## src/rtl/tx_pkg.sv

```systemverilog
// Shared types and default widths for the transmit-side head reader.
package tx_pkg;

   localparam int TX_WORD_W    = 32;
   localparam int TX_SIDE_BITS = 2;

   typedef enum logic [1:0] {
      IDLE,
      FETCH,
      CAPTURE,
      HOLD
   } tx_state_t;

endpackage

```

## src/rtl/tx_head_reader_if.sv

```systemverilog
// FIFO-read and transmitter handshake bundle for tx_head_reader.
// The out_parity wire exists only when TX_PARITY_EN is defined.
interface tx_head_reader_if
   import tx_pkg::*;
#(
   parameter int WORD_W    = TX_WORD_W,
   parameter int SIDE_BITS = TX_SIDE_BITS
);

   logic                 fifo_empty;
   logic                 fifo_rd;
   logic [WORD_W-1:0]    fifo_rdata;
   logic [SIDE_BITS-1:0] head_side;
   logic [WORD_W-1:0]    out_data;
   logic                 out_valid;
   logic                 out_ready;
   logic                 block_done;
`ifdef TX_PARITY_EN
   logic                 out_parity;
`endif

   modport master (
      input  fifo_empty,
      input  fifo_rdata,
      input  out_ready,
      output fifo_rd,
      output head_side,
      output out_data,
      output out_valid,
`ifdef TX_PARITY_EN
      output out_parity,
`endif
      output block_done
   );

   modport slave (
      output fifo_empty,
      output fifo_rdata,
      output out_ready,
      input  fifo_rd,
      input  head_side,
      input  out_data,
      input  out_valid,
`ifdef TX_PARITY_EN
      input  out_parity,
`endif
      input  block_done
   );

endinterface

```

## src/rtl/tx_head_counter.sv

```systemverilog
// Wrapping head-side index; wrap flags the step from the last side back to 0.
module tx_head_counter #(
   parameter int SIDE_BITS = 2
) (
   input  logic                 clk,
   input  logic                 n_rst,
   input  logic                 clear,
   input  logic                 count_enable,
   output logic [SIDE_BITS-1:0] count,
   output logic                 wrap
);

   logic [SIDE_BITS-1:0] count_q;
   logic [SIDE_BITS-1:0] count_d;

   always_comb begin
      count_d = count_q;
      if (clear) begin
         count_d = '0;
      end else if (count_enable) begin
         count_d = count_q + 1'b1;
      end
   end

   always_ff @(posedge clk or negedge n_rst) begin
      if (!n_rst) begin
         count_q <= '0;
      end else begin
         count_q <= count_d;
      end
   end

   assign count = count_q;
   assign wrap  = count_enable && !clear && (count_q == {SIDE_BITS{1'b1}});

endmodule

```

## src/rtl/tx_head_reader.sv

```systemverilog
// Reads one word per side from the word FIFO and hands it to the transmitter.
// Optional even-parity output is enabled by defining TX_PARITY_EN.
module tx_head_reader
   import tx_pkg::*;
#(
   parameter int WORD_W    = TX_WORD_W,
   parameter int SIDE_BITS = TX_SIDE_BITS
) (
   input  logic              clk,
   input  logic              n_rst,
   input  logic              sync_clr,
   tx_head_reader_if.master  bus
);

   tx_state_t            state_q, state_d;
   logic [WORD_W-1:0]    out_data_q, out_data_d;
   logic                 out_valid_q, out_valid_d;
   logic                 block_done_q, block_done_d;
   logic                 handshake;
   logic                 head_wrap;
   logic [SIDE_BITS-1:0] head_side;
`ifdef TX_PARITY_EN
   logic                 out_parity_q, out_parity_d;
`endif

   // A transfer only counts in HOLD and is cancelled by a simultaneous clear.
   assign handshake = (state_q == HOLD) && out_valid_q && bus.out_ready && !sync_clr;

   tx_head_counter #(
      .SIDE_BITS(SIDE_BITS)
   ) u_head_counter (
      .clk          (clk),
      .n_rst        (n_rst),
      .clear        (sync_clr),
      .count_enable (handshake),
      .count        (head_side),
      .wrap         (head_wrap)
   );

   always_comb begin
      state_d      = state_q;
      out_data_d   = out_data_q;
      out_valid_d  = out_valid_q;
      block_done_d = 1'b0;
`ifdef TX_PARITY_EN
      out_parity_d = out_parity_q;
`endif
      case (state_q)
         IDLE: begin
            if (!bus.fifo_empty) begin
               state_d = FETCH;
            end
         end
         FETCH: begin
            state_d = CAPTURE;
         end
         CAPTURE: begin
            out_data_d  = bus.fifo_rdata;
            out_valid_d = 1'b1;
`ifdef TX_PARITY_EN
            out_parity_d = ^bus.fifo_rdata;
`endif
            state_d = HOLD;
         end
         HOLD: begin
            if (bus.out_ready) begin
               out_valid_d  = 1'b0;
               block_done_d = head_wrap;
               state_d      = IDLE;
            end
         end
         default: begin
            state_d = IDLE;
         end
      endcase
      // Clear wins over everything, including a word being captured this cycle.
      if (sync_clr) begin
         state_d      = IDLE;
         out_data_d   = out_data_q;
         out_valid_d  = 1'b0;
         block_done_d = 1'b0;
`ifdef TX_PARITY_EN
         out_parity_d = 1'b0;
`endif
      end
   end

   always_ff @(posedge clk or negedge n_rst) begin
      if (!n_rst) begin
         state_q      <= IDLE;
         out_data_q   <= '0;
         out_valid_q  <= 1'b0;
         block_done_q <= 1'b0;
`ifdef TX_PARITY_EN
         out_parity_q <= 1'b0;
`endif
      end else begin
         state_q      <= state_d;
         out_data_q   <= out_data_d;
         out_valid_q  <= out_valid_d;
         block_done_q <= block_done_d;
`ifdef TX_PARITY_EN
         out_parity_q <= out_parity_d;
`endif
      end
   end

   assign bus.fifo_rd    = (state_q == FETCH);
   assign bus.head_side  = head_side;
   assign bus.out_data   = out_data_q;
   assign bus.out_valid  = out_valid_q;
   assign bus.block_done = block_done_q;
`ifdef TX_PARITY_EN
   assign bus.out_parity = out_parity_q;
`endif

endmodule

```

## src/flat_wrapper.sv

```systemverilog
// flat-port wrapper written by rule: the top's interface ports become plain ports
module tx_head_reader_flat import tx_pkg::*;
#(
   parameter int WORD_W    = TX_WORD_W,
   parameter int SIDE_BITS = TX_SIDE_BITS
)
  (clk, n_rst, sync_clr, bus_fifo_empty, bus_fifo_rdata, bus_out_ready, bus_fifo_rd, bus_head_side, bus_out_data, bus_out_valid, bus_block_done);
  tx_head_reader_if #(.WORD_W(WORD_W), .SIDE_BITS(SIDE_BITS)) bus_i ();
  input  logic clk;
  input  logic n_rst;
  input  logic sync_clr;
  input wire logic [$bits(bus_i.fifo_empty)-1:0] bus_fifo_empty;
  input wire logic [$bits(bus_i.fifo_rdata)-1:0] bus_fifo_rdata;
  input wire logic [$bits(bus_i.out_ready)-1:0] bus_out_ready;
  output wire logic [$bits(bus_i.fifo_rd)-1:0] bus_fifo_rd;
  output wire logic [$bits(bus_i.head_side)-1:0] bus_head_side;
  output wire logic [$bits(bus_i.out_data)-1:0] bus_out_data;
  output wire logic [$bits(bus_i.out_valid)-1:0] bus_out_valid;
  output wire logic [$bits(bus_i.block_done)-1:0] bus_block_done;
  assign bus_i.fifo_empty = bus_fifo_empty;
  assign bus_i.fifo_rdata = bus_fifo_rdata;
  assign bus_i.out_ready = bus_out_ready;
  assign bus_fifo_rd = bus_i.fifo_rd;
  assign bus_head_side = bus_i.head_side;
  assign bus_out_data = bus_i.out_data;
  assign bus_out_valid = bus_i.out_valid;
  assign bus_block_done = bus_i.block_done;
  tx_head_reader #(.WORD_W(WORD_W), .SIDE_BITS(SIDE_BITS)) u_core (.clk(clk), .n_rst(n_rst), .sync_clr(sync_clr), .bus(bus_i));
endmodule
```

## config.mk

```make
export PLATFORM = sky130hd
export DESIGN_NAME = tx_head_reader_flat
export DESIGN_NICKNAME = d
export VERILOG_FILES = /design/src/rtl/tx_pkg.sv /design/src/rtl/tx_head_reader_if.sv /design/src/rtl/tx_head_counter.sv /design/src/rtl/tx_head_reader.sv /design/src/flat_wrapper.sv
export SDC_FILE = /design/constraint.sdc
export NUM_CORES = 1
export LEC_CHECK = 0
export ABC_AREA = 0
export CAP_MARGIN = 5
export CORE_MARGIN = 3
export CORE_UTILIZATION = 61
export DETAILED_ROUTE_END_ITERATION = 8
export DONT_BUFFER_PORTS = 1
export HOLD_SLACK_MARGIN = 0.03
export PLACE_DENSITY_LB_ADDON = 0.15
export SYNTH_ARGS = -nofsm -noshare
export SYNTH_HDL_FRONTEND = slang
export SYNTH_SLANG_ARGS = --single-unit
```

## constraint.sdc

```tcl
create_clock -name clk -period 1.85 [get_ports clk]
set_clock_uncertainty 0.05 [all_clocks]
set_input_delay 0 -clock clk [delete_from_list [all_inputs] [get_ports clk]]
set_output_delay 0 -clock clk [all_outputs]
set_load 0.01 [all_outputs]
```

Word level (Yosys, flattened, before mapping) --
Index checks and enable logic that the tools add are counted.
Word-level totals: flip-flop bits (word level) 38, logic and storage cells 37
Operators by class: bitwise operators 1, equality and inequality tests 6, $add $sub $neg 1, reductions and logical operators 12, muxes and demuxes 12
Operators with widths (count):
- 2-bit two-way mux | 5
- 2-bit one-hot mux with 4 select lines | 1
- 2-bit == test (second input constant) | 3
- 3-bit inequality test (second input constant) | 2
- 2-bit AND reduction | 3
- 1-bit logical AND | 5
- 1-bit two-way mux | 5
- 3-bit nonzero test | 1
- 2-bit by 1-bit adder with 2-bit output (second input constant) | 1
- 2-bit by 1-bit == test with 1-bit output (second input constant) | 1
- 2-bit logical NOT | 1
- 1-bit one-hot mux with 2 select lines | 1
- 2-bit nonzero test | 1
- 1-bit logical NOT | 1
- 1-bit inverter | 1

Longest topological paths before layout --
Gate-level depths: netlist of run 1.
depth in word-level cells 9, gate-level depth with buffers 6, mapped depth without buffers 5

Modules after synthesis --
From an unflattened synthesis of run 1, not the netlist that was laid out.
Second synthesis, totals: cells, all modules 102, area total of the unflattened synthesis 1710.4 um^2
Modules (own cells, without submodules):
- tx_head_reader | cells an instance 93, instances 1, seq. area each 900.9 um^2, area an instance 1614.0 um^2
- tx_head_counter | cells an instance 9, instances 1, seq. area each 50.0 um^2, area an instance 96.3 um^2

Worst setup path after synthesis of run 1 --
Ideal clock, no wire load.
path type register -> register, start point register u_core.state_q[0], end point register u_core.out_data_q[0], in the netlist u_core.bus.out_data[0], period minus slack after synthesis 1.510 ns, path buffers 2, stages on the path, launching flop included 7, data arrival time 1.335 ns, slack 0.340 ns, setup time 0.125 ns, cells stage by stage dfrtp_1 inv_1 ha_1 nor2b_2 buf_6 buf_12 mux2_4
On the way: word-level cells in the longest chain between the ends 2
RTL lines:
- start, declared | RTL line tx_head_reader.sv:15 | tx_state_t state_q, state_d;
- start signal, assigned | RTL line tx_head_reader.sv:98 | state_q <= state_d;
- 2-bit == test | RTL line tx_head_reader.sv:48 | case (state_q)
- 2-bit AND reduction (no line)
- end signal, assigned | RTL line tx_head_reader.sv:99 | out_data_q <= out_data_d;
- end, declared | RTL line tx_head_reader.sv:16 | logic [WORD_W-1:0] out_data_q, out_data_d;
No other way between the ends. A chain may end at the register's enable or synchronous reset.

Worst setup path in the final report of run 1 --
start point register u_core.state_q[0], end point register u_core.u_head_counter.count_q[0], in the netlist u_core.u_head_counter.count[0]
On the way: word-level cells in the longest chain between the ends 5
RTL lines:
- 2-bit == test | RTL line tx_head_reader.sv:27 | assign handshake = (state_q == HOLD) && out_valid_q && bus.out_ready && !sync_clr;
- 1-bit logical AND (3 in a row) | RTL line tx_head_reader.sv:27
- 2-bit nonzero test (no line)
- end signal, assigned | RTL line tx_head_counter.sv:29 | count_q <= count_d;
- end, declared | RTL line tx_head_counter.sv:13 | logic [SIDE_BITS-1:0] count_q;
No other way between the ends.

==> impl_metrics.env, run 1 <==
export IMPL_synth_area_mm2=0.00169
export IMPL_via_per_inst=5.55
export IMPL_clkLatencyLatePin_ns=0.33
export IMPL_async_flop_share=1.00
export IMPL_area_growth_synth_to_final_pct=27.7
export IMPL_antenna_found_initial=0
export IMPL_ys_seq_elements=38
export IMPL_syn_avg_cell_area_um2=16.8
export IMPL_yosysTopAreaCellShare=0.562
export IMPL_final_setup_tns_ns=0
export IMPL_maxCapViolCount=0
export IMPL_synth_net_count=144
export IMPL_dieArea_mm2=0.00344
export IMPL_cts_tree="done"
export IMPL_grt_usage=0.227
export IMPL_dp_slack_ns=0.180
export IMPL_cts_inserted_buffers=5
export IMPL_synth_top_area_cell="dfrtp_1"
export IMPL_grt_overflow=0
export IMPL_antenna_left=0
export IMPL_worst_setup_path_start_kind="register"
export IMPL_clock_path_buffers=2
export IMPL_vias=982
export IMPL_drtIter0Drc=23
export IMPL_die_h_um=58.7
export IMPL_initial_core_util=0.659
export IMPL_place_inst=129
export IMPL_grt_pass1_vias=1075
export IMPL_die_x_um=58.7
export IMPL_final_layout_size_suffix_gt1_frac=0.313
export IMPL_htreeDepth=2
export IMPL_root_buffer="clkbuf_4"
export IMPL_crit_end="u_core.u_head_counter.count[0]"
export IMPL_path_clk_slew_ns=0.11
export IMPL_fp_row_count=18
export IMPL_min_period_ns=1.75
export IMPL_finalNetCount=189
export IMPL_tightest_slew_ns=0.302
export IMPL_synth_edf_count=0
export IMPL_hold_viol=0
export IMPL_power_total_mw=3.18
export IMPL_fillers=147
export IMPL_synth_area_top_cells="dfrtp_1 56%, mux2_4 27%, ha_1 4.4%, buf_12 3.5%, mux2_2 1.3%"
export IMPL_yosys_cell_types_count=21
export IMPL_worstPathArrival_ns=1.92
export IMPL_peakVddDrop_mv=1.24
export IMPL_io_pins=74
export IMPL_post_route_period_util=0.946
export IMPL_slew_violations=0
export IMPL_dp_hpwl_mm=1.97
export IMPL_fin_cells=177
export IMPL_r2r_cells=5
export IMPL_io_buffer_count=0
export IMPL_grt_max_degree=39
export IMPL_p_leak_nw=1.01
export IMPL_cellPowerDensity_mw_per_mm2=1470
export IMPL_yosys_warnings=0
export IMPL_antenna_cells=0
export IMPL_yosysSeqAreaShare=0.562
export IMPL_cts_sinks=38
export IMPL_hp_class="input port to async pin"
export IMPL_wl_per_cell_um=20.2
export IMPL_syn_instance_count=101
export IMPL_wl_mm=3.58
export IMPL_setup_violations=0
export IMPL_crit_required_ns=2.02
export IMPL_cp_startpoint="u_core.state_q[0]"
export IMPL_mostFrequentLayoutCells="38 x dfrtp_1, 37 x dlygate4sd3_1, 30 x mux2_4"
export IMPL_grt_pass1_wl_mm=5.59
export IMPL_drc=0
export IMPL_gp_congestion=0.839
export IMPL_fin_ws_ns=0.0995
export IMPL_final_common_cell="dfrtp_1"
export IMPL_synth_main_ff_cell="dfrtp_1"
export IMPL_cp_max_fo=4
export IMPL_reg2reg_from="u_core.state_q[0]"
export IMPL_slew_headroom=0.798
export IMPL_r2r_slack_ns=0.1
export IMPL_cp_end_kind="register"
export IMPL_coreArea_mm2=0.00257
export IMPL_r2r_end="u_core.u_head_counter.count[0]"
export IMPL_run_status="finished clean"
export IMPL_max_freq_mhz=571
export IMPL_path_class="register to register"
export IMPL_dr_pass1_iters=4
## state kept, by name, summed over array words and instances (netlist names)
| name | cells |
|---|---|
| u_core.bus.out_valid | 1 |
| u_core.state_q | 2 |
| u_core.bus.out_data | 32 |
| u_core.u_head_counter.count | 2 |
| u_core.bus.block_done | 1 |
## synth_stat cells (all sizes together) (2+ instances only)
master and count:
nor2b 2, a21oi 2, o21ai 2, ha 6, inv 2, nor2 4
dfrtp 38, buf 4, mux2 32
## per-stage QoR
step	cell area (um^2)	hold slack, ns	util
after floorplan	1690	-0.346	-
after global placement	1690	-0.345	0.659
after detailed placement	1690	-0.345	0.659
after CTS	2140	0.0502	0.834
after global routing	2160	0.0597	0.842
final	2160	0.0682	0.842
## timing repair
item                       4_1_cts  5_1_grt
setup endpoints to repair        0        1
gates resized for setup          0        1
hold endpoints to repair        76        0
hold buffers                    38        0
setup buffers                    0        2
## layout make-up
cell class                 count  area [um^2]  area share
inverter                       2         7.51     0.00347
multi-input combinational     57          673       0.311
tap                           30         37.5      0.0174
sequential                    38          951       0.440
clock buffer                   7         55.1      0.0255
timing repair buffer          42          433       0.200
clock inverter                 1         5.00     0.00231
## logic make-up (layout without fill, tap and decap cells)
| family | after synthesis | in the layout | synth area share |
|---|---|---|---|
| flops | 38 | 38 | 0.562 |
| mux | 33 | 33 | 0.285 |
| simple gates | 12 | 12 | 0.0399 |
| fa+ha+maj | 6 | 6 | 0.0443 |
| buf+inv | 6 | 52 | 0.0466 |
| compound gates | 5 | 5 | 0.0170 |
| xor+xnor | 1 | 1 | 0.00517 |
## critical path, cell delays in order, from the launching register on
cell           delay [ns]
dfrtp_1              0.42
ha_1                 0.25
nand3_2              0.12
xor2_1               0.17
nor2_1               0.06
dlygate4sd3_1        0.57
## where the power goes
group | switching [mW] | internal (mW) | leakage, nW
clock | 0.253 | 0.184 | 0.0353
sequential | 0.471 | 1.21 | 0.470
combinational | 0.335 | 0.728 | 0.503
## metal layers
| metal | track usage | up-vias | share of wire |
|---|---|---|---|
| met2 | 0.384 | 50 | 0.52 |
| met4 | 0.0680 | 0 | 0.012 |
| li1 | - | 441 | - |
| met3 | 0.0833 | 5 | 0.099 |
| met1 | 0.271 | 486 | 0.37 |
| met5 | 0 | - | 0 |
## worst min path at each step
stage | start | end | slack (ns)
CTS | n_rst | u_core.bus.out_data[8] | 0.05
global route | n_rst | u_core.bus.out_data[9] | 0.06
global placement | n_rst | u_core.bus.out_data[10] | -0.34
finish | n_rst | u_core.bus.out_data[7] | 0.07
detailed placement | n_rst | u_core.bus.out_data[9] | -0.34
floorplan | n_rst | u_core.bus.block_done | -0.35
Power figures use the tool's default switching activity.
==> run 2: changes to the inputs <==
--- a/config.mk
+++ b/config.mk
@@ -8,11 +8,11 @@
 export ABC_AREA = 0
 export CAP_MARGIN = 5
 export CORE_MARGIN = 3
-export CORE_UTILIZATION = 61
+export CORE_UTILIZATION = 60
 export DETAILED_ROUTE_END_ITERATION = 8
 export DONT_BUFFER_PORTS = 1
 export HOLD_SLACK_MARGIN = 0.03
-export PLACE_DENSITY_LB_ADDON = 0.15
+export PLACE_DENSITY = 0.76
 export SYNTH_ARGS = -nofsm -noshare
 export SYNTH_HDL_FRONTEND = slang
 export SYNTH_SLANG_ARGS = --single-unit
==> impl_metrics.env, run 2 (synthesized netlist as in run 1, its figures left out) <==
export IMPL_path_cells="ha_1 > nand3_1 > xor2_1 > nor2_1 > dlygate4sd3_1"
export IMPL_design_area_mm2=0.00216
export IMPL_post_route_period_util=0.951
export IMPL_cts_tree="done"
export IMPL_max_stage_delay_ns=0.56
export IMPL_slew_violations=0
export IMPL_slew_headroom=0.782
export IMPL_root_buffer="clkbuf_4"
export IMPL_crit_required_ns=2.03
export IMPL_area_growth_synth_to_final_pct=27.6
export IMPL_final_setup_tns_ns=0
export IMPL_worstPathArrival_ns=1.93
export IMPL_crit_end="u_core.u_head_counter.count[0]"
export IMPL_die_h_um=59.1
export IMPL_grt_usage=0.224
export IMPL_grt_pass1_vias=1067
export IMPL_dieArea_mm2=0.00349
export IMPL_dr_pass1_iters=4
export IMPL_worst_setup_path_start_kind="register"
export IMPL_run_status="finished clean"
export IMPL_postCtsSetupBuffers=0
export IMPL_path_clk_slew_ns=0.12
export IMPL_fin_cells=175
export IMPL_final_common_cell="dfrtp_1"
export IMPL_io_buffer_count=0
export IMPL_tightest_slew_ns=0.326
export IMPL_place_inst=129
export IMPL_cellPowerDensity_mw_per_mm2=1510
export IMPL_mostFrequentLayoutCells="38 x dfrtp_1, 37 x dlygate4sd3_1, 30 x mux2_4"
export IMPL_clkLatencyLatePin_ns=0.33
export IMPL_grt_overflow=0
export IMPL_setup_violations=0
export IMPL_io_pins=74
export IMPL_crit_path_top_delay_cell="dlygate4sd3_1"
export IMPL_hold_viol=0
export IMPL_antenna_found_initial=0
export IMPL_final_layout_size_suffix_gt1_frac=0.303
export IMPL_fp_row_count=18
export IMPL_gp_congestion=0.654
export IMPL_peakVddDrop_mv=1.18
export IMPL_path_class="register to register"
export IMPL_r2r_cells=5
export IMPL_critPathTopFamily="buffers and inverters"
export IMPL_wl_mm=3.63
export IMPL_coreArea_mm2=0.00257
export IMPL_min_period_ns=1.76
export IMPL_holdWs_ns=0.102
export IMPL_finalNetCount=187
export IMPL_r2r_slack_ns=0.09
export IMPL_dp_hpwl_mm=2.05
export IMPL_largest_register_ffs=32
export IMPL_wl_per_cell_um=20.7
export IMPL_drtIter0Drc=29
export IMPL_antenna_cells=0
export IMPL_grt_pass1_wl_mm=5.62
export IMPL_initial_core_util=0.659
export IMPL_grt_setup_unrepaired="false"
export IMPL_vias=960
export IMPL_max_freq_mhz=568
export IMPL_p_leak_nw=1.01
export IMPL_r2r_end="u_core.u_head_counter.count[0]"
export IMPL_power_total_mw=3.26
export IMPL_cp_depth=5
export IMPL_via_per_inst=5.49
export IMPL_reg2reg_from="u_core.state_q[1]"
export IMPL_cts_inserted_buffers=5
export IMPL_drc=0
export IMPL_die_x_um=59.1
export IMPL_cp_end_kind="register"
export IMPL_cp_startpoint="u_core.state_q[1]"
export IMPL_antenna_left=0
export IMPL_cts_repair_resized=0
export IMPL_cts_sinks=38
export IMPL_cp_max_fo=5
export IMPL_htreeDepth=2
export IMPL_hp_class="input port to async pin"
export IMPL_clock_path_buffers=2
export IMPL_grt_max_degree=39
export IMPL_path_buf_inv=1
export IMPL_placed_area_mm2=0.00169
export IMPL_maxCapViolCount=0
==> run 2: cell count changes in the layout (fill, tap and decap cells not counted), sizes merged <==
cell    change
clkinv      +1
buf         -2
clkbuf      -2
bufinv      +1
==> run 2: routing by layer <==
metal  share of wire  vias up  GRT usage
met1            0.38      475      0.256
met2            0.53       47      0.405
met3           0.080        5     0.0741
met4           0.010        0     0.0485
li1                -      433          -
met5               0        -          0
==> run 2: repair_timing <==
action                     CTS  global route
setup endpoints to repair    0             0
hold buffers                38             0
hold endpoints to repair    76             0
==> run 2: area by class of cell <==
class | instances | area [um^2]
flip-flops and latches | 38 | 951
multi-input cells | 57 | 668
repair buffers | 40 | 418
fillers | 138 | 408
clock inverters | 3 | 40.0
clock buffers | 5 | 37.5
well taps | 30 | 37.5
inverters | 2 | 7.51
==> run 2: how the worst min path moves through the flow <==
stage | from | endpoint | slack, ns | depth (start not counted)
finish | n_rst | u_core.bus.out_data[25] | 0.10 | 2
global route | n_rst | u_core.bus.out_data[2] | 0.09 | 2
CTS | n_rst | u_core.bus.out_data[25] | 0.05 | 2
detailed placement | n_rst | u_core.bus.out_data[9] | -0.34 | 0
global placement | n_rst | u_core.bus.out_data[4] | -0.34 | 0
floorplan | n_rst | u_core.bus.block_done | -0.35 | 0
==> run 2: through the flow <==
step,setup slack [ns],util
after global placement,0.249,0.659
after floorplan,0.340,-
after global routing,0.00717,0.841
final,0.0906,0.841
after CTS,0.0947,0.841
after detailed placement,0.181,0.659
==> run 2: power breakdown <==
part / internal [mW] / switching, mW / total [mW]
Combinational: 0.700 / 0.327 / 1.03
Sequential: 1.21 / 0.483 / 1.69
Clock: 0.280 / 0.266 / 0.546
Total: 2.19 / 1.08 / 3.26
